--- src/rtl/mdu_iter.sv ---
// Iterative multiply / multiply-accumulate / divide engine for the EX stage.
// Multiplies go through a retimed product pipe; divides run radix-2 restoring, one bit per cycle.
module mdu_iter #(
    parameter int unsigned WIDTH   = 32,
    parameter int unsigned MUL_LAT = 2
) (
    input  logic             clk,
    input  logic             rst,
    input  logic             start,
    input  logic [2:0]       op,
    input  logic             cancel,
    input  logic [WIDTH-1:0] opr1,
    input  logic [WIDTH-1:0] opr2,
    input  logic [WIDTH-1:0] acc_hi,
    input  logic [WIDTH-1:0] acc_lo,
    output logic             busy,
    output logic             done,
    output logic [WIDTH-1:0] res_hi,
    output logic [WIDTH-1:0] res_lo
);
    localparam int unsigned W2   = 2 * WIDTH;
    localparam int unsigned CMAX = (WIDTH > MUL_LAT) ? WIDTH : MUL_LAT;
    localparam int unsigned CW   = $clog2(CMAX + 1);
    localparam int unsigned LAST = MUL_LAT - 1;

    localparam logic [2:0] S_IDLE = 3'd0;
    localparam logic [2:0] S_MUL  = 3'd1;
    localparam logic [2:0] S_DIV  = 3'd2;
    localparam logic [2:0] S_FIX  = 3'd3;
    localparam logic [2:0] S_DONE = 3'd4;

    logic [2:0]       state_q, state_d;
    logic [CW-1:0]    cnt_q;
    logic             is_div_q, is_mac_q, is_sub_q, neg_q, s1_q;
    logic [WIDTH-1:0] a_q, ma_q, mb_q, rem_q, quo_q;
    logic [W2-1:0]    acc_q;
    logic [W2-1:0]    pipe_q [MUL_LAT];

    // Operand decode and magnitudes, evaluated against the live inputs at accept
    logic             accept_c, div_op_c, s1_c, s2_c;
    logic [WIDTH-1:0] m1_c, m2_c;
    assign accept_c = start & ~cancel & ((state_q == S_IDLE) | (state_q == S_DONE));
    assign div_op_c = (op[2:1] == 2'b01);
    assign s1_c     = ~op[0] & opr1[WIDTH-1];
    assign s2_c     = ~op[0] & opr2[WIDTH-1];
    assign m1_c     = s1_c ? -opr1 : opr1;
    assign m2_c     = s2_c ? -opr2 : opr2;

    // One restoring-division step
    logic [WIDTH:0] trial_c;
    assign trial_c = {rem_q, quo_q[WIDTH-1]} - {1'b0, mb_q};

    // Final sign correction and accumulate
    logic [W2-1:0]    prod_c, mres_c;
    logic [WIDTH-1:0] dq_c, dr_c;
    assign prod_c = neg_q ? -pipe_q[LAST] : pipe_q[LAST];
    assign mres_c = !is_mac_q ? prod_c : (is_sub_q ? acc_q - prod_c : acc_q + prod_c);
    assign dq_c   = neg_q ? -quo_q : quo_q;
    assign dr_c   = s1_q ? -rem_q : rem_q;

    always_ff @(posedge clk or negedge rst) begin
        if (!rst) state_q <= S_IDLE;
        else      state_q <= state_d;
    end

    always_comb begin
        state_d = state_q;
        case (state_q)
            S_IDLE, S_DONE: begin
                if (accept_c) begin
                    if (!div_op_c)         state_d = S_MUL;
                    else if (opr2 == '0)   state_d = S_FIX;
                    else                   state_d = S_DIV;
                end else begin
                    state_d = S_IDLE;
                end
            end
            S_MUL: begin
                if (cancel)                        state_d = S_IDLE;
                else if (cnt_q == CW'(MUL_LAT - 1)) state_d = S_FIX;
            end
            S_DIV: begin
                if (cancel)                       state_d = S_IDLE;
                else if (cnt_q == CW'(WIDTH - 1)) state_d = S_FIX;
            end
            S_FIX:   state_d = cancel ? S_IDLE : S_DONE;
            default: state_d = S_IDLE;
        endcase
    end

    // Status outputs follow the next state so they line up with the state register
    always_ff @(posedge clk or negedge rst) begin
        if (!rst) begin
            busy <= 1'b0;
            done <= 1'b0;
        end else begin
            busy <= (state_d == S_MUL) | (state_d == S_DIV) | (state_d == S_FIX);
            done <= (state_d == S_DONE);
        end
    end

    always_ff @(posedge clk or negedge rst) begin
        if (!rst) begin
            cnt_q    <= '0;
            is_div_q <= 1'b0;
            is_mac_q <= 1'b0;
            is_sub_q <= 1'b0;
            neg_q    <= 1'b0;
            s1_q     <= 1'b0;
            a_q      <= '0;
            ma_q     <= '0;
            mb_q     <= '0;
            rem_q    <= '0;
            quo_q    <= '0;
            acc_q    <= '0;
            res_hi   <= '0;
            res_lo   <= '0;
        end else begin
            if (accept_c) begin
                cnt_q    <= '0;
                is_div_q <= div_op_c;
                is_mac_q <= op[2];
                is_sub_q <= op[1];
                neg_q    <= s1_c ^ s2_c;
                s1_q     <= s1_c;
                a_q      <= opr1;
                ma_q     <= m1_c;
                mb_q     <= m2_c;
                rem_q    <= '0;
                quo_q    <= m1_c;
                acc_q    <= {acc_hi, acc_lo};
            end else if (state_q == S_MUL) begin
                cnt_q <= CW'(cnt_q + 1'b1);
            end else if (state_q == S_DIV) begin
                cnt_q <= CW'(cnt_q + 1'b1);
                if (!trial_c[WIDTH]) begin
                    rem_q <= trial_c[WIDTH-1:0];
                    quo_q <= {quo_q[WIDTH-2:0], 1'b1};
                end else begin
                    rem_q <= {rem_q[WIDTH-2:0], quo_q[WIDTH-1]};
                    quo_q <= {quo_q[WIDTH-2:0], 1'b0};
                end
            end
            if ((state_q == S_FIX) && !cancel) begin
                if (!is_div_q) begin
                    res_hi <= mres_c[W2-1:WIDTH];
                    res_lo <= mres_c[WIDTH-1:0];
                end else if (mb_q == '0) begin
                    res_hi <= a_q;
                    res_lo <= '1;
                end else begin
                    res_hi <= dr_c;
                    res_lo <= dq_c;
                end
            end
        end
    end

    // Behavioural product, retimed across the pipe by synthesis
    always_ff @(posedge clk or negedge rst) begin
        if (!rst) begin
            for (int unsigned i = 0; i < MUL_LAT; i++) pipe_q[i] <= '0;
        end else begin
            pipe_q[0] <= W2'(ma_q) * W2'(mb_q);
            for (int unsigned i = 1; i < MUL_LAT; i++) pipe_q[i] <= pipe_q[i-1];
        end
    end
endmodule

--- config.mk ---
export PLATFORM = sky130hd
export DESIGN_NAME = mdu_iter
export DESIGN_NICKNAME = d
export VERILOG_FILES = /design/src/rtl/mdu_iter.sv
export SDC_FILE = /design/constraint.sdc
export NUM_CORES = 2
export LEC_CHECK = 0
export BUFFER_PORTS_ARGS = -buffer_cell sky130_fd_sc_hd__buf_4
export CORE_MARGIN = 2
export CORE_UTILIZATION = 45
export DETAILED_ROUTE_END_ITERATION = 6
export SKIP_LAST_GASP = 1
export SYNTH_ARGS = -nofsm -noshare
export SYNTH_HDL_FRONTEND = slang
export SYNTH_SLANG_ARGS = --single-unit
--- constraint.sdc ---
create_clock -name clk -period 8.2 [get_ports clk]
set_input_delay 1.23 -clock clk [delete_from_list [all_inputs] [get_ports clk]]
set_output_delay 1.23 -clock clk [all_outputs]
set_load 0.02 [all_outputs]
* Yosys cells after proc, flatten, opt, wreduce, memory -nomap -nowiden
Index checks and enable logic that the tools add are counted.
Storage, ports and cells: logic and storage cells 91, register bits 432, bits of input ports 135, output and inout bits 66
Operators by class: reduce and logical (&&, ||, !) cells 9, bitwise gates (word level) 10, muxes and demuxes 31, multiply operators 1, eq/ne operators 12, add/sub/neg operators 9
Operators by type and width (count):
- 2-to-1 mux 32 bit | 15
- 2-to-1 mux 64 bit | 3
- negation 32 bit | 4
- adder 64 bit | 1
- zero test 32 bit | 2
- multiplier 32 x 32 -> 64 bit | 1
- negation 64 bit | 1
- subtractor 64 bit | 1
- subtractor 33 x 32 -> 33 bit | 1
- 2-to-1 mux 3 bit | 6
- 2-to-1 mux 6 bit | 3
- equality test 3 x 2 -> 1 bit (second input constant) | 4
- case mux 3 bit (4 select lines) | 1
- adder 6 x 1 -> 6 bit (second input constant) | 1
- equality test 3 x 1 -> 1 bit (second input constant) | 2
- equality test 3 bit (second input constant) | 2
- equality test 6 x 1 -> 1 bit (second input constant) | 1
- equality test 6 x 5 -> 1 bit (second input constant) | 1
- bitwise AND 1 bit | 4
- zero test 3 bit | 1
- bitwise OR 1 bit | 3
- nonzero test 3 bit | 1
- equality test 2 x 1 -> 1 bit (second input constant) | 1
- 2-to-1 mux 1 bit | 2
- 9 further kinds | 10

* Depth between registers and ports, before layout
word-level depth 8, depth in mapped cells 31, mapped depth without buffers 30

* Worst setup path after synthesis
No wires, ideal clock.
path type register to register, from reg mb_q[17], to reg pipe_q[127] (netlist bit), clock period less this slack 7939 ps, stages on the path, launching flop included 32, arrival 7814 ps, setup time 125 ps, data required time 8075 ps, slack 261 ps, buffers on the path 3, cell sequence dfrtp_1 -> clkbuf_1 -> clkbuf_1 -> and2_1 -> fa_1 -> inv_1 -> fa_1 -> inv_1 -> fa_1 -> inv_1 -> fa_1 -> inv_1 -> fa_1 -> fa_1 -> fa_1 -> inv_1 -> fa_1 -> inv_1 -> ha_1 -> clkbuf_1 -> nand4_1 -> or2_2 -> or3_1 -> o41ai_1 -> o21ai_0 -> a2111oi_0 -> o21ai_0 -> a21oi_1 -> o221ai_1 -> o21ai_0 -> a21oi_1 -> xnor2_1
Between the ends: longest elaborated chain between the ends 1
Ends and longest elaborated chain:
- start: declaration | RTL line 35 | logic [WIDTH-1:0] a_q, ma_q, mb_q, rem_q, quo_q;
- start signal: assignment | RTL line 128 | mb_q <= m2_c;
- multiplier 32 x 32 -> 64 bit | RTL line 164 | pipe_q[0] <= W2'(ma_q) * W2'(mb_q);
- end: declaration | RTL line 37 | logic [W2-1:0] pipe_q [MUL_LAT];
No other way between the ends. A chain may end at the register's enable or synchronous reset.

* Final worst setup path
from reg mb_q[4], to reg pipe_q[115] (netlist bit)
Same word-level chain as after synthesis.

==> report_table.html <==
<table>
<tr><th>Metric</th><th>Value</th></tr>
<tr><th colspan="2">Worst setup path</th></tr>
<tr><td>Highest cell delay on the worst timing path</td><td>~0.54 ns</td></tr>
<tr><td>Setup Crit Path Kind</td><td>reg -&gt; reg</td></tr>
<tr><td>Peak fanout along the critical path</td><td>11</td></tr>
<tr><td>Beginning of the critical path</td><td>mb_q[4]</td></tr>
<tr><td>Critical Path Start Type</td><td>register</td></tr>
<tr><td>CP endpoint kind</td><td>register</td></tr>
<tr><td>R2r startpoint</td><td>mb_q[4]</td></tr>
<tr><td>Required @ worst endpoint</td><td>8.70 ns</td></tr>
<tr><td>Buffer and inverter count on the worst path</td><td>8</td></tr>
<tr><td>Cell repeated most along the worst path</td><td>sky130_fd_sc_hd__fa_1</td></tr>
<tr><td>Signal arrival time at the worst endpoint</td><td>8.45 ns</td></tr>
<tr><td>Cell with the largest stage delay on the worst path</td><td>sky130_fd_sc_hd__fa_1</td></tr>
<tr><td>Cell class contributing the biggest share of worst-path delay</td><td>adder cells</td></tr>
<tr><th colspan="2">Die</th></tr>
<tr><td>Width of the die</td><td>371 um</td></tr>
<tr><td>Number of top-level pins</td><td>201</td></tr>
<tr><td>Placement Rows</td><td>134</td></tr>
<tr><td>Core area</td><td>133000 sq um</td></tr>
<tr><td>Die height</td><td>between 300 and 400 um</td></tr>
<tr><td>Total die area</td><td>around 140000 sq um</td></tr>
<tr><td>Initial Util</td><td>about 45%</td></tr>
<tr><th colspan="2">GRT</th></tr>
<tr><td>Met2 demand-to-capacity share in global routing</td><td>48.5%</td></tr>
<tr><td>Via count of the first global-routing pass</td><td>49.8k</td></tr>
<tr><td>Layer with the highest usage after global routing</td><td>met2</td></tr>
<tr><td>Antenna violations before repair</td><td>5</td></tr>
<tr><td>M3 GR Usage</td><td>3.57%</td></tr>
<tr><td>Wire length of the first global-routing pass</td><td>308000 um</td></tr>
<tr><td>Overflow after GRT</td><td>0</td></tr>
<tr><td>Global Route met1 Usage</td><td>39.4%</td></tr>
<tr><td>Total global routing track utilization</td><td>29.5%</td></tr>
<tr><td>Largest net degree at the start of global routing</td><td>170</td></tr>
<tr><th colspan="2">STA</th></tr>
<tr><td>Clock period minus worst slack</td><td>7.94 ns</td></tr>
<tr><td>Sum of negative setup slack</td><td>0 ns</td></tr>
<tr><td>Final slew viol count</td><td>0</td></tr>
<tr><td>Layout Skew</td><td>0.0303 ns</td></tr>
<tr><td>Final hold violations</td><td>0</td></tr>
<tr><td>Tcrit/Tclk final</td><td>96.9%</td></tr>
<tr><td>Slew headroom</td><td>between 20% and 30%</td></tr>
<tr><td>Slew at the pin with the worst max-slew slack</td><td>1.14 ns</td></tr>
<tr><td>Final setup viols</td><td>0</td></tr>
<tr><td>Setup repair after global routing missed its margin</td><td>no</td></tr>
<tr><td>Peak clock frequency supported by timing</td><td>126 MHz</td></tr>
<tr><th colspan="2">Routing</th></tr>
<tr><td>DRC marker count from the first detailed-route iteration</td><td>4318</td></tr>
<tr><td>WL/cell</td><td>22.9 um</td></tr>
<tr><td>Number of search-and-repair iterations in the first detailed-routing pass</td><td>7</td></tr>
<tr><td>Ratio of routed vias to standard cells</td><td>5.56</td></tr>
<tr><td>WL final</td><td>202000 um</td></tr>
<tr><td>Post-route DRC</td><td>1</td></tr>
<tr><td>Via count</td><td>49.2k</td></tr>
<tr><td>Antenna-violating nets left</td><td>0</td></tr>
<tr><th colspan="2">Logic synthesis</th></tr>
<tr><td>Post-synthesis instance total</td><td>just under 7k</td></tr>
<tr><td>Net count of the mapped netlist</td><td>between 8k and 9k</td></tr>
<tr><td>Seq cells post-synth</td><td>431</td></tr>
<tr><td>Top_reg_cell synth</td><td>sky130_fd_sc_hd__dfrtp_1</td></tr>
<tr><td>Count of yosys warnings during synthesis</td><td>0</td></tr>
<tr><td>Top cell type by total area after synthesis</td><td>sky130_fd_sc_hd__fa_1</td></tr>
<tr><td>Number of enable flip-flop cells after synthesis</td><td>0</td></tr>
<tr><td>Distinct cells, synth</td><td>82</td></tr>
<tr><td>Cell area after synthesis</td><td>slightly above 60000 sq um</td></tr>
<tr><td>Synth top cells by count</td><td>1094 x sky130_fd_sc_hd__nand2_1, 942 x sky130_fd_sc_hd__inv_1, 898 x sky130_fd_sc_hd__fa_1, 625 x sky130_fd_sc_hd__and2_1, 431 x sky130_fd_sc_hd__dfrtp_1</td></tr>
<tr><td>Mean Syn Cell Area</td><td>8.73 sq um</td></tr>
<tr><td>Share of Yosys cell area claimed by the top area cell type</td><td>29.7%</td></tr>
<tr><td>Register area share after synthesis</td><td>17.8%</td></tr>
<tr><td>Cell with the most instances after synthesis</td><td>sky130_fd_sc_hd__nand2_1</td></tr>
<tr><td>Async set or reset register ratio after synthesis</td><td>100%</td></tr>
<tr><td>Synth area leaders</td><td>sky130_fd_sc_hd__fa_1 30%, sky130_fd_sc_hd__dfrtp_1 18%, sky130_fd_sc_hd__ha_1 7.5%, sky130_fd_sc_hd__nand2_1 6.8%, sky130_fd_sc_hd__and2_1 6.5%</td></tr>
<tr><th colspan="2">Status</th></tr>
<tr><td>Outcome</td><td>complete, but fails checks</td></tr>
<tr><td>Violated checks</td><td>design-rule violations</td></tr>
<tr><th colspan="2">Clocking</th></tr>
<tr><td>Number of sinks handled by clock tree synthesis</td><td>between 400 and 500</td></tr>
<tr><td>TritonCTS clock tree</td><td>built</td></tr>
<tr><td>CTS Hold Buffers Added</td><td>0</td></tr>
<tr><td>Buffers from clock root to sink, at most</td><td>3</td></tr>
<tr><td>Htree depth</td><td>2</td></tr>
<tr><td>Clk pin slew, worst setup/hold paths</td><td>0.06 ns</td></tr>
<tr><td>Total CTS buffers</td><td>48</td></tr>
<tr><td>Skew-Pair Late Insertion Delay</td><td>0.65 ns</td></tr>
<tr><td>Root buffer cell</td><td>sky130_fd_sc_hd__clkbuf_16</td></tr>
<tr><th colspan="2">Placed design</th></tr>
<tr><td>IO buf count</td><td>200</td></tr>
<tr><td>Total cell area at the placement stage</td><td>64700 sq um</td></tr>
<tr><td>Routability congestion estimate</td><td>between 0.9 and 1</td></tr>
<tr><td>HPWL after detailed placement</td><td>approximately 170000 um</td></tr>
<tr><th colspan="2">Hold path</th></tr>
<tr><td>Worst Hold Launch</td><td>pipe_q[64]</td></tr>
<tr><td>Worst Hold Class</td><td>reg -&gt; reg</td></tr>
<tr><th colspan="2">Flow run</th></tr>
<tr><td>Max cap viols</td><td>0</td></tr>
<tr><th colspan="2">Final layout</th></tr>
<tr><td>Post-route cell area</td><td>between 60000 and 70000 sq um</td></tr>
<tr><td>Number of antenna cells inserted</td><td>0</td></tr>
<tr><td>Total Nets Final</td><td>between 8k and 9k</td></tr>
<tr><td>Register cell area after layout</td><td>around 11000 sq um</td></tr>
<tr><td>Filler cell count</td><td>12.8k</td></tr>
<tr><td>Ratio of cells with drive above 1 in the final layout</td><td>9.10%</td></tr>
<tr><td>Total area of multi-input combinational cells</td><td>roughly 45000 sq um</td></tr>
<tr><td>Area delta synth-&gt;final</td><td>10.1%</td></tr>
</table>
## per-layer routing
metal,routed length (um),vias up,part of all wire [%]
li1,-,22200,-
met1,84300,25000,42
met2,95500,1641,47
met3,12300,367,6.1
met4,10200,6,5.0
met5,46,-,0.023
## final cells by class
cell class	count	share of cell area (%)
clock buffer	64	1.97
tap	1768	3.32
timing repair buffer	470	5.48
multi-input combinational	5153	67.2
sequential	431	16.2
inverter	943	5.31
clock inverter	25	0.439
## path summary, 6_finish.rpt
kind | cells past startpoint | to | slack, ns
setup / recovery | 28 | pipe_q[115] | 0.26
hold / removal | 0 | pipe_q[0] | 0.33
setup reg to reg | 28 | pipe_q[115] | 0.26
hold reg to reg | 0 | pipe_q[0] | 0.33
max in group asynchronous | 2 | ma_q[12] | 6.07
min in group asynchronous | 1 | acc_q[38] | 0.59
## registers in the layout, indices dropped and copies added, names as in the netlist, 3 cells and up
| register | count |
|---|---|
| cnt_q | 6 |
| res_lo | 32 |
| acc_q | 64 |
| rem_q | 32 |
| state_q | 3 |
| ma_q | 31 |
| a_q | 32 |
| pipe_q | 128 |
| res_hi | 32 |
| quo_q | 32 |
| mb_q | 32 |
## what timing repair did
action | CTS | global route
buffers inserted | 0 | 11
endpoints found under the setup margin | 6 | 10
gates resized for setup | 14 | 45
pin swaps | 1 | 9
## cells by family (layout without fill, tap and decap cells)
group | count (synthesis) | after routing | share of synthesized area, %
AO/OA/AOI/OAI | 1059 | 1059 | 10.8
XOR/XNOR | 395 | 395 | 5.73
adder cells (fa/ha/maj) | 1263 | 1263 | 37.3
buffers and inverters | 1347 | 1502 | 8.38
flip-flops | 431 | 431 | 17.8
multiplexers | 31 | 31 | 0.515
AND/OR/NAND/NOR | 2405 | 2405 | 19.5
## per-stage QoR
stage	hold slack, ns	worst slack, ns	utilization [%]	std cells
6_report	0.329	0.255	49.9	8854
5_1_grt	0.348	0.00375	49.9	8854
4_1_cts	0.327	-0.0101	49.7	8843
3_5_place_dp	0.335	-0.502	48.5	8754
3_3_place_gp	0.334	-0.401	48.5	8754
2_1_floorplan	0.331	0.261	-	6931
## layout by cell type, fill, tap and decap left out, drive strengths merged, types with 24 or more instances in the layout
cell type | synthesis | routed
dfrtp | 431 | 431
nor2b | 32 | 32
inv | 942 | 946
o22ai | 30 | 30
and2 | 625 | 625
and3 | 59 | 59
buf | 20 | 468
clkbuf | 384 | 66
or4 | 29 | 29
nand2b | 34 | 34
or3 | 29 | 29
nor4 | 37 | 37
a21oi | 292 | 292
a31oi | 55 | 55
o31ai | 47 | 47
a21o | 104 | 104
o41ai | 28 | 28
nand2 | 1094 | 1094
nor2 | 252 | 252
fa | 898 | 898
mux2i | 30 | 30
nand4 | 45 | 45
xnor2 | 213 | 213
a211oi | 30 | 30
ha | 365 | 365
o211ai | 24 | 24
nor3 | 63 | 63
o21ai | 315 | 315
nand3 | 59 | 59
xor2 | 182 | 182
Power is not shown: default switching activity piles up to over one toggle a cycle in this logic, so the estimate is an artifact.
